### src/rtl/multiplier_datapath_taint_track_word_if.sv
// Purpose : control-to-datapath bus of the shift-add multiplier, with one taint bit per signal.
// Ports   : master = control FSM side (drives enables/operands, reads multiplierReg/product),
//           slave  = datapath side (the reverse).
interface multiplier_datapath_taint_track_word_if #(
  parameter int WIDTH = 4
);
  logic [WIDTH-1:0]   multiplicand;
  logic               multiplicand_t;
  logic [WIDTH-1:0]   multiplier;
  logic               multiplier_t;
  logic               mdld;
  logic               mdld_t;
  logic               mrld;
  logic               mrld_t;
  logic               rsclear;
  logic               rsclear_t;
  logic               rsload;
  logic               rsload_t;
  logic               rsshr;
  logic               rsshr_t;
  logic [WIDTH-1:0]   multiplierReg;
  logic               multiplierReg_t;
  logic [2*WIDTH-1:0] product;
  logic               product_t;

  modport master (
    output multiplicand, multiplicand_t, multiplier, multiplier_t,
           mdld, mdld_t, mrld, mrld_t, rsclear, rsclear_t,
           rsload, rsload_t, rsshr, rsshr_t,
    input  multiplierReg, multiplierReg_t, product, product_t
  );

  modport slave (
    input  multiplicand, multiplicand_t, multiplier, multiplier_t,
           mdld, mdld_t, mrld, mrld_t, rsclear, rsclear_t,
           rsload, rsload_t, rsshr, rsshr_t,
    output multiplierReg, multiplierReg_t, product, product_t
  );
endinterface

### src/rtl/multiplier_datapath_taint_track_word.sv
// Purpose : datapath half of a sequential shift-add multiplier with word-level taint tracking.
//           Holds multiplicand, multiplier and a 2*WIDTH+1 bit result shift register.
// Ports   : clk, rst (async active-low), bus (slave modport): operands, control enables and
//           their taints in; multiplierReg/product and their taints out, all straight from flops.
module multiplier_datapath_taint_track_word #(
  parameter int WIDTH = 4
) (
  input  logic clk,
  input  logic rst,
  multiplier_datapath_taint_track_word_if.slave bus
);

  logic [WIDTH-1:0] r_md;
  logic [WIDTH-1:0] r_mr;
  logic [2*WIDTH:0] r_rs;
  logic             r_md_t;
  logic             r_mr_t;
  logic             r_rs_t;

  // Upper-half accumulate; bit 2W is always 0 after a shift, so WIDTH+1 bits never overflow.
  logic [WIDTH:0]   w_rs_hi_sum;
  assign w_rs_hi_sum = r_rs[2*WIDTH:WIDTH] + {1'b0, r_md};

  // Operand registers. A tainted enable taints the register whether or not it fired.
  always_ff @(posedge clk or negedge rst) begin
    if (!rst) begin
      r_md   <= '0;
      r_mr   <= '0;
      r_md_t <= 1'b0;
      r_mr_t <= 1'b0;
    end else begin
      if (bus.mdld) r_md <= bus.multiplicand;
      if (bus.mrld) r_mr <= bus.multiplier;
      r_md_t <= bus.mdld_t | (bus.mdld ? bus.multiplicand_t : r_md_t);
      r_mr_t <= bus.mrld_t | (bus.mrld ? bus.multiplier_t   : r_mr_t);
    end
  end

  // Result register: clear beats load beats shift. The add reads the pre-edge r_md, so a
  // concurrent mdld only affects later loads.
  always_ff @(posedge clk or negedge rst) begin
    if (!rst) begin
      r_rs   <= '0;
      r_rs_t <= 1'b0;
    end else begin
      if (bus.rsclear) begin
        r_rs <= '0;
      end else if (bus.rsload) begin
        r_rs[2*WIDTH:WIDTH] <= w_rs_hi_sum;
      end else if (bus.rsshr) begin
        r_rs <= {1'b0, r_rs[2*WIDTH:1]};
      end
      // An untainted clear with no tainted enables is the only way rs taint drops to 0.
      r_rs_t <= bus.rsclear_t | bus.rsload_t | bus.rsshr_t |
                (bus.rsclear ? 1'b0 : (r_rs_t | (bus.rsload & r_md_t)));
    end
  end

  assign bus.multiplierReg   = r_mr;
  assign bus.multiplierReg_t = r_mr_t;
  assign bus.product         = r_rs[2*WIDTH-1:0];
  assign bus.product_t       = r_rs_t;

endmodule

### src/flat_wrapper.sv
// flat-port wrapper written by rule: the top's interface ports become plain ports
module multiplier_datapath_taint_track_word_flat 
#(
  parameter int WIDTH = 4
)
  (clk, rst, bus_multiplicand, bus_multiplicand_t, bus_multiplier, bus_multiplier_t, bus_mdld, bus_mdld_t, bus_mrld, bus_mrld_t, bus_rsclear, bus_rsclear_t, bus_rsload, bus_rsload_t, bus_rsshr, bus_rsshr_t, bus_multiplierReg, bus_multiplierReg_t, bus_product, bus_product_t);
  multiplier_datapath_taint_track_word_if #(.WIDTH(WIDTH)) bus_i ();
  input  logic clk;
  input  logic rst;
  input wire logic [$bits(bus_i.multiplicand)-1:0] bus_multiplicand;
  input wire logic [$bits(bus_i.multiplicand_t)-1:0] bus_multiplicand_t;
  input wire logic [$bits(bus_i.multiplier)-1:0] bus_multiplier;
  input wire logic [$bits(bus_i.multiplier_t)-1:0] bus_multiplier_t;
  input wire logic [$bits(bus_i.mdld)-1:0] bus_mdld;
  input wire logic [$bits(bus_i.mdld_t)-1:0] bus_mdld_t;
  input wire logic [$bits(bus_i.mrld)-1:0] bus_mrld;
  input wire logic [$bits(bus_i.mrld_t)-1:0] bus_mrld_t;
  input wire logic [$bits(bus_i.rsclear)-1:0] bus_rsclear;
  input wire logic [$bits(bus_i.rsclear_t)-1:0] bus_rsclear_t;
  input wire logic [$bits(bus_i.rsload)-1:0] bus_rsload;
  input wire logic [$bits(bus_i.rsload_t)-1:0] bus_rsload_t;
  input wire logic [$bits(bus_i.rsshr)-1:0] bus_rsshr;
  input wire logic [$bits(bus_i.rsshr_t)-1:0] bus_rsshr_t;
  output wire logic [$bits(bus_i.multiplierReg)-1:0] bus_multiplierReg;
  output wire logic [$bits(bus_i.multiplierReg_t)-1:0] bus_multiplierReg_t;
  output wire logic [$bits(bus_i.product)-1:0] bus_product;
  output wire logic [$bits(bus_i.product_t)-1:0] bus_product_t;
  assign bus_i.multiplicand = bus_multiplicand;
  assign bus_i.multiplicand_t = bus_multiplicand_t;
  assign bus_i.multiplier = bus_multiplier;
  assign bus_i.multiplier_t = bus_multiplier_t;
  assign bus_i.mdld = bus_mdld;
  assign bus_i.mdld_t = bus_mdld_t;
  assign bus_i.mrld = bus_mrld;
  assign bus_i.mrld_t = bus_mrld_t;
  assign bus_i.rsclear = bus_rsclear;
  assign bus_i.rsclear_t = bus_rsclear_t;
  assign bus_i.rsload = bus_rsload;
  assign bus_i.rsload_t = bus_rsload_t;
  assign bus_i.rsshr = bus_rsshr;
  assign bus_i.rsshr_t = bus_rsshr_t;
  assign bus_multiplierReg = bus_i.multiplierReg;
  assign bus_multiplierReg_t = bus_i.multiplierReg_t;
  assign bus_product = bus_i.product;
  assign bus_product_t = bus_i.product_t;
  multiplier_datapath_taint_track_word #(.WIDTH(WIDTH)) u_core (.clk(clk), .rst(rst), .bus(bus_i));
endmodule
### config.mk
export PLATFORM = sky130hd
export DESIGN_NAME = multiplier_datapath_taint_track_word_flat
export DESIGN_NICKNAME = d
export VERILOG_FILES = /design/src/rtl/multiplier_datapath_taint_track_word_if.sv /design/src/rtl/multiplier_datapath_taint_track_word.sv /design/src/flat_wrapper.sv
export SDC_FILE = /design/constraint.sdc
export NUM_CORES = 1
export LEC_CHECK = 0
export CAP_MARGIN = 15
export CORE_UTILIZATION = 44
export DETAILED_ROUTE_END_ITERATION = 6
export GPL_TIMING_DRIVEN = 0
export PLACE_DENSITY_LB_ADDON = 0.05
export SLEW_MARGIN = 30
export SYNTH_ARGS = -nofsm -noshare
export SYNTH_HDL_FRONTEND = slang
export SYNTH_SLANG_ARGS = --single-unit
export TNS_END_PERCENT = 5
### constraint.sdc
create_clock -name clk -period 1.6 [get_ports clk]
set_input_delay 0.16 -clock clk [delete_from_list [all_inputs] [get_ports clk]]
set_output_delay 0.16 -clock clk [all_outputs]
set_load 0.05 [all_outputs]
Yosys cells after proc, flatten, opt, wreduce, memory -nomap -nowiden
Cells that the tools add are included.
{"block": "word_totals", "elab_cells": 26, "input_bits": 22, "out_inout_bits": 14, "register_bits": 20}
{"block": "op_classes", "n_bitwise": 7, "n_eq_ne": 1, "reduce_logical": 3, "add_sub_neg": 1, "n_mux": 7}
{"cell": "$mux 9", "n": 2}
{"cell": "$or 1x1->1", "n": 6}
{"cell": "$add 5x4->5", "n": 1}
{"cell": "$mux 5", "n": 1}
{"cell": "$mux 4", "n": 1}
{"cell": "$mux 1", "n": 3}
{"cell": "$reduce_bool 3->1", "n": 1}
{"cell": "$ne 2x2->1 const B", "n": 1}
{"cell": "$reduce_and 2->1", "n": 1}
{"cell": "$reduce_bool 2->1", "n": 1}
{"cell": "$and 1x1->1", "n": 1}

Depth between registers and ports, before layout
Gate-level depths: netlist of run 1.
{"block": "depth", "word_depth": 4, "mapped_depth": 5, "ltp_nobuf": 5}

Least setup slack after synthesis of run 1
Ideal clock, no wire load.
{"block": "synth_timing", "path_kind": "reg2reg", "from": "reg u_core.r_rs[4]", "to": "reg u_core.r_rs[6]", "t_arrival_ns": 1.346, "required_ns": 1.506, "period_less_slack_ns": 1.440, "setup_ns": 0.094, "path_slack_ns": 0.160, "path_stages_with_launch": 6, "path_buffers": 0, "cell_sequence": "dfrtp_1 -> ha_1 -> fa_1 -> xor2_1 -> nor2_1 -> a211oi_1"}
{"block": "synth_via", "elab_chain_len": 3}
{"element": "start, declared", "line_no": "multiplier_datapath_taint_track_word.sv:15", "rtl": "logic [2*WIDTH:0] r_rs;"}
{"element": "start signal, assigned by index", "line_no": "multiplier_datapath_taint_track_word.sv:49", "rtl": "r_rs[2*WIDTH:WIDTH] <= w_rs_hi_sum;"}
{"element": "start signal, assigned", "line_no": "multiplier_datapath_taint_track_word.sv:51", "rtl": "r_rs <= {1'b0, r_rs[2*WIDTH:1]};"}
{"element": "$add 5x4->5", "line_no": "multiplier_datapath_taint_track_word.sv:22", "rtl": "assign w_rs_hi_sum = r_rs[2*WIDTH:WIDTH] + {1'b0, r_md};"}
{"element": "$mux 5", "line_no": "multiplier_datapath_taint_track_word.sv:48", "rtl": "end else if (bus.rsload) begin"}
{"element": "$mux 9", "line_no": "multiplier_datapath_taint_track_word.sv:46", "rtl": "if (bus.rsclear) begin"}
No other way between the ends.
A chain may end at the register's enable or synchronous reset.

Final worst setup path of run 1
{"block": "layout_timing", "from": "reg u_core.r_rs[4]", "to": "out bus_product[4]"}
{"element": "end, declared", "line_no": "flat_wrapper.sv:26", "rtl": "output wire logic [$bits(bus_i.product)-1:0] bus_product;"}
No word-level cell between the ends.

==> results of run 1 <==
## worst max-delay path by stage
stage	end	slack [ns]	depth (start not counted)
2_1_floorplan	u_core.r_rs[6]	0.16	5
3_3_place_gp	u_core.r_rs[6]	0.06	5
3_5_place_dp	u_core.r_rs[8]	0.05	5
4_1_cts	u_core.r_rs[8]	0.01	5
5_1_grt	u_core.r_rs[7]	0.004	4
6_report	bus_product[4]	0.07	2
## state kept, by name, indices dropped and copies added, names as in the netlist
signal and flops:
u_core.r_md_t 1, u_core.bus.product_t 1, u_core.r_md 4, u_core.bus.multiplierReg_t 1
u_core.r_rs 9, u_core.bus.multiplierReg 4
## cell families (layout without fill, tap and decap cells)
logic type | Yosys count | count (layout) | synth area share, %
AOI/OAI and AO/OA | 13 | 13 | 8.835
xor gates and xnor gates | 1 | 1 | 0.8591
adders and majority gates | 5 | 5 | 6.871
buffers and inverters | 12 | 50 | 8.097
DFF | 20 | 20 | 49.08
muxes | 16 | 16 | 16.93
and+or+nand+nor | 19 | 19 | 9.326
## power breakdown
| group | switching (W) | internal [W] | total (W) |
|---|---|---|---|
| clock network | 0.000163 | 0.000253 | 0.000416 |
| logic | 0.000192 | 0.000159 | 0.000351 |
| registers | 0.0000330 | 0.000544 | 0.000577 |
## worst max-delay path, stage by stage (launching register included)
cell and delay (ns):
dfrtp_1 0.42, buf_4 0.13, dlygate4sd2_1 0.52
## layout by cell type (no fill, tap or decap), types with 2 or more instances in the layout
master           netlist  layout
clkbuf_4               0       3
mux2_1                 2       2
buf_4                 10      17
a21oi_1                6       5
nand3_1                2       2
ha_1                   4       3
clkdlybuf4s50_1        0      18
dfrtp_1               20      20
mux2_2                 8       8
nand2_1                5       5
mux2i_1                6       6
nor2_1                 5       5
a211o_1                3       3
nor2b_1                2       2
dlygate4sd2_1          0       7
## repair_timing
action | 4_1_cts | 5_1_grt
pin swaps | 0 | 1
hold buffers | 0 | 1
endpoints found under the setup margin | 14 | 3
hold endpoints to repair | 0 | 20
resized for setup | 15 | 2
## layer usage
layer	GRT usage (%)	vias to the layer above	wire, µm
li1	-	375	-
met1	21.18	363	800
met2	30.89	29	1027
met3	3.636	7	95
met4	10.00	0	56
met5	0	-	0
## through the flow
stage / cells / worst slack, ns / instance area, µm²
finish: 152 / 0.06529 / 1423
global route: 152 / 0.004364 / 1423
CTS: 151 / 0.01213 / 1411
detailed placement: 147 / 0.05009 / 1385
global placement: 147 / 0.06210 / 1385
floorplan: 86 / 0.1603 / 1020
## cell usage after synthesis
| library cell | instances |
|---|---|
| fa_1 | 1 |
| nor3_1 | 1 |
| clkbuf_1 | 1 |
| mux2i_1 | 6 |
| xor2_1 | 1 |
| nand2b_1 | 1 |
| a211o_1 | 3 |
| inv_2 | 1 |
| nand2_1 | 5 |
| o21ai_0 | 1 |
| dfrtp_1 | 20 |
| a21oi_1 | 6 |
| a31oi_1 | 1 |
| buf_4 | 10 |
| nand3b_1 | 1 |
| a2111oi_2 | 1 |
| ha_1 | 4 |
| a211oi_1 | 1 |
| nand3_1 | 2 |
| and4b_1 | 1 |
| mux2_2 | 8 |
| mux2_1 | 2 |
| nand4_1 | 1 |
| nor2_1 | 5 |
| nor2b_1 | 2 |
## cell type report
| class | instances | area (µm²) | area share (%) |
|---|---|---|---|
| Clock inverter | 1 | 30.03 | 2.111 |
| Sequential cell | 20 | 500.5 | 35.18 |
| Tap cell | 28 | 35.03 | 2.463 |
| Clock buffer | 3 | 22.52 | 1.583 |
| Buffer | 11 | 78.83 | 5.541 |
| Multi-Input combinational cell | 54 | 442.9 | 31.13 |
| Timing Repair Buffer | 34 | 309.0 | 21.72 |
| Inverter | 1 | 3.754 | 0.2639 |
==> run summary, run 1 <==
Layout area overhead - 39.51%
Antenna Violating Nets Remaining - 0
core area - 0.002191 mm²
Setup crit start kind - flip-flop
grt ovf - 0
Final Core Density - 64.93%
register area share after synthesis - 49.08%
final RePlAce weighted congestion - 0.7684
DR vias/cell - 5.092
Ports - 36
reg2reg end - u_core.r_rs[6]
RSZ-0062 raised after global routing - false
CTS tree - done
Tmin final - 1.535 ns
critical path class - reg -> out
syn_nets - 113
hold-critical path depth - 3
pwr dens - 945.0 mW/mm²
DRT Pass-1 Iters - 4
height of the die - 50.14 µm
crit path from - u_core.r_rs[4]
CP required - 1.44 ns
Die ar. - 0.002514 mm²
Synth area leader - dfrtp_1
drc violations - 0
synth unique cells - 25
Static Leak - 0.6678 nW
Worst Hold Class - in -> reg
initial antenna violation count - 0
Starting Density - 46.54%
via count - 774
Hold EP - u_core.r_rs[8]
Final setup viols - 0
Iter 0 DRT Violations - 2
Skew-Pair Late Insertion Delay - 0.31 ns
TritonCTS buffer count - 3
status - complete, no violations
Worst Max-Slew Pin Slew - 0.5083 ns
IR drop worst, VDD - 973.0 µV
Final TNS setup - 0 ns
#FFs+latches synth - 20
Design Power - 0.001344 W
Post-Synthesis Cells - 86
largest net degree at the start of global routing - 21
fmax - 651.6 MHz
post-synth top area share - 49.08%
Ant. Diodes - 0
drt total wl - 1979 µm
Critical R2R Launch - u_core.r_rs[4]
final hold vios - 0
WL/cell - 13.02 µm
CTS Sinks - 20
post-detail-place hpwl - 1486 µm
register-to-register setup slack - 0.07 ns
CP Max Fanout - 4
clock slew at reported path FFs - 0.12 ns
Total GRT Usage - 18.16%
Worst R2R Path Depth - 5
Synth area leaders - dfrtp_1 (49%), mux2_2 (8.8%), buf_4 (7.4%)
vias in the first global route - 760
final hold slack - 0.2302 ns
crit share post-route - 95.92%
Synth Area per Inst - 11.86 µm²
Setup Fix Bufs, Post-CTS - 0
die width - 50.14 µm
Max transition margin - 66.25%
clk buf depth - 2
CP Capture Type - primary output
row count - 17
Slew Limit Fails - 0
Nets - 152
MaxCap Viol Count - 0
layout cells sized above 1 - 27.42%
CTS H-tree depth - 1
Hold Crit Start - bus_rsshr
Syn. warnings - 0
mapped cell area - 0.001020 mm²
Worst Skew - 0.006316 ns
filler cell count - 204
root buffer cell - clkbuf_4
Worst Path Arrival - 1.37 ns
IO buf count - 33
global-route wire length before repair - 3332 µm
No activity file was read; power rests on OpenSTA's default activity.
==> run 2, diff against run 1 <==
--- a/config.mk
+++ b/config.mk
@@ -7,6 +7,7 @@
 export LEC_CHECK = 0
 export CAP_MARGIN = 15
 export CORE_UTILIZATION = 44
+export CTS_BUF_LIST = sky130_fd_sc_hd__clkbuf_8 sky130_fd_sc_hd__clkbuf_16
 export DETAILED_ROUTE_END_ITERATION = 6
 export GPL_TIMING_DRIVEN = 0
 export PLACE_DENSITY_LB_ADDON = 0.05
==> run summary, run 2 (synthesis gave the netlist of run 1 again) <==
Static Leak - 0.7003 nW
Layout area overhead - 42.82%
core area - 0.002191 mm²
Max transition margin - 66.29%
DR vias/cell - 4.980
IO buf count - 33
DRT Pass-1 Iters - 4
CP required - 1.44 ns
WL/cell - 13.10 µm
Skew-Pair Late Insertion Delay - 0.26 ns
MaxCap Viol Count - 0
Worst Path Arrival - 1.40 ns
height of the die - 50.14 µm
final RePlAce weighted congestion - 0.7684
hold-critical path depth - 3
Worst Hold Class - in -> reg
final std cells w/o fill - 152
status - complete, no violations
CTS tree - done
pwr dens - 989.1 mW/mm²
global-route wire length before repair - 3346 µm
placed cells - 147
largest net degree at the start of global routing - 21
Design Power - 0.001441 W
crit path cell chain - clkdlybuf4s50_1
register-to-register setup slack - 0.07 ns
filler cell count - 200
CTS Sinks - 20
Slowest cell on crit path - clkdlybuf4s50_1
Total GRT Usage - 18.16%
Nets - 152
initial antenna violation count - 0
via count - 757
Worst Skew - 0.005249 ns
commonest cells after routing, fill and taps aside - dfrtp_1 (20), clkdlybuf4s50_1 (19), buf_4 (18)
Hold EP - u_core.r_rs[8]
Slew Limit Fails - 0
reg2reg end - u_core.r_rs[8]
row count - 17
Antenna Violating Nets Remaining - 0
Hold Crit Start - bus_rsshr
final hold vios - 0
Final TNS setup - 0 ns
die width - 50.14 µm
Critical R2R Launch - u_core.r_rs[4]
vias in the first global route - 758
Worst R2R Path Depth - 5
drc violations - 0
layout cells sized above 1 - 28.23%
post-detail-place hpwl - 1486 µm
Final setup viols - 0
slowest stage delay, CP - 0.80 ns
Tmin final - 1.558 ns
Most flops, register - u_core.r_rs
critical path class - reg -> out
final hold slack - 0.2881 ns
crit path from - u_core.bus.multiplierReg[3]
Die ar. - 0.002514 mm²
CP Capture Type - primary output
clock slew at reported path FFs - 0.08 ns
Ports - 36
clk buf depth - 2
Ant. Diodes - 0
crit share post-route - 97.40%
Worst Max-Slew Pin Slew - 0.5048 ns
max FFs per register - 9
delay-heaviest family, CP - buffers and inverters
IR drop worst, VDD - 1030 µV
worst setup margin - 0.04168 ns
CP Max Fanout - 2
CTS H-tree depth - 1
commonest non-fill, non-tap cell in the layout - dfrtp_1
Setup crit start kind - flip-flop
drt total wl - 1991 µm
fmax - 641.7 MHz
Bufs and invs on worst path - 1
Starting Density - 46.54%
grt ovf - 0
DP Worst Slack - 0.05009 ns
TritonCTS buffer count - 3
root buffer cell - clkbuf_8
Iter 0 DRT Violations - 6
==> run 2: cell types whose count changed in the layout (fill, tap and decap cells not counted) <==
cell,previous run,this run
buf_4,17,18
clkbuf_8,0,3
dlygate4sd2_1,7,1
dlymetal6s2s_1,0,4
clkdlybuf4s50_1,18,19
clkbuf_4,3,0
==> run 2: cell type report <==
cell class / count / area (µm²) / share of cell area [%]
repair buffers: 34 / 324.1 / 22.25
clock inverters: 1 / 30.03 / 2.062
flip-flops and latches: 20 / 500.5 / 34.36
multi-input cells: 54 / 442.9 / 30.41
plain buffers: 11 / 78.83 / 5.412
inverters: 1 / 3.754 / 0.2577
clock buffers: 3 / 41.29 / 2.835
well taps: 28 / 35.03 / 2.405
==> run 2: report_power, final <==
part | switching, W | leakage, nW | internal, W
combinational | 0.000192 | 0.419 | 0.000167
clock | 0.000170 | 0.0357 | 0.000334
sequential | 0.0000333 | 0.245 | 0.000544
==> run 2: worst max path at each step <==
stage | endpoint | slack [ns] | depth (start not counted)
floorplan | u_core.r_rs[6] | 0.16 | 5
global placement | u_core.r_rs[6] | 0.06 | 5
detailed placement | u_core.r_rs[8] | 0.05 | 5
CTS | bus_multiplierReg[0] | 0.002 | 1
global route | u_core.r_rs[7] | -0.008 | 4
finish | bus_multiplierReg[3] | 0.04 | 1
==> run 2: timing repair <==
item / in CTS / in global routing
endpoints found under the hold margin: 0 / 20
pin swaps: 0 / 1
gates resized for setup: 9 / 7
gates cloned: 0 / 0
hold buffers: 0 / 1
endpoints found under the setup margin: 9 / 8
buffers inserted: 0 / 0
==> run 2: metal layers <==
metal  vias to the layer above  global-route usage (%)  part of all wire (%)
met5                         -                       0                     0
met4                         0                   10.00                  0.80
met3                         2                   3.636                   5.3
met2                        26                   30.67                    51
met1                       357                   21.37                    42
li1                        372                       -                     -
==> run 2: stage by stage <==
step / cell area (µm²) / util, %
after floorplan: 1020 / -
after global placement: 1385 / 63.22
after detailed placement: 1385 / 63.22
after CTS: 1436 / 65.56
after global routing: 1456 / 66.48
final: 1456 / 66.48
==> run 2: worst reg2reg max path: stages, from the launching register on <==
cell and delay (ns):
dfrtp_1 0.42, ha_2 0.21, fa_1 0.40, nand3_1 0.13, a211o_1 0.15, a31oi_1 0.08
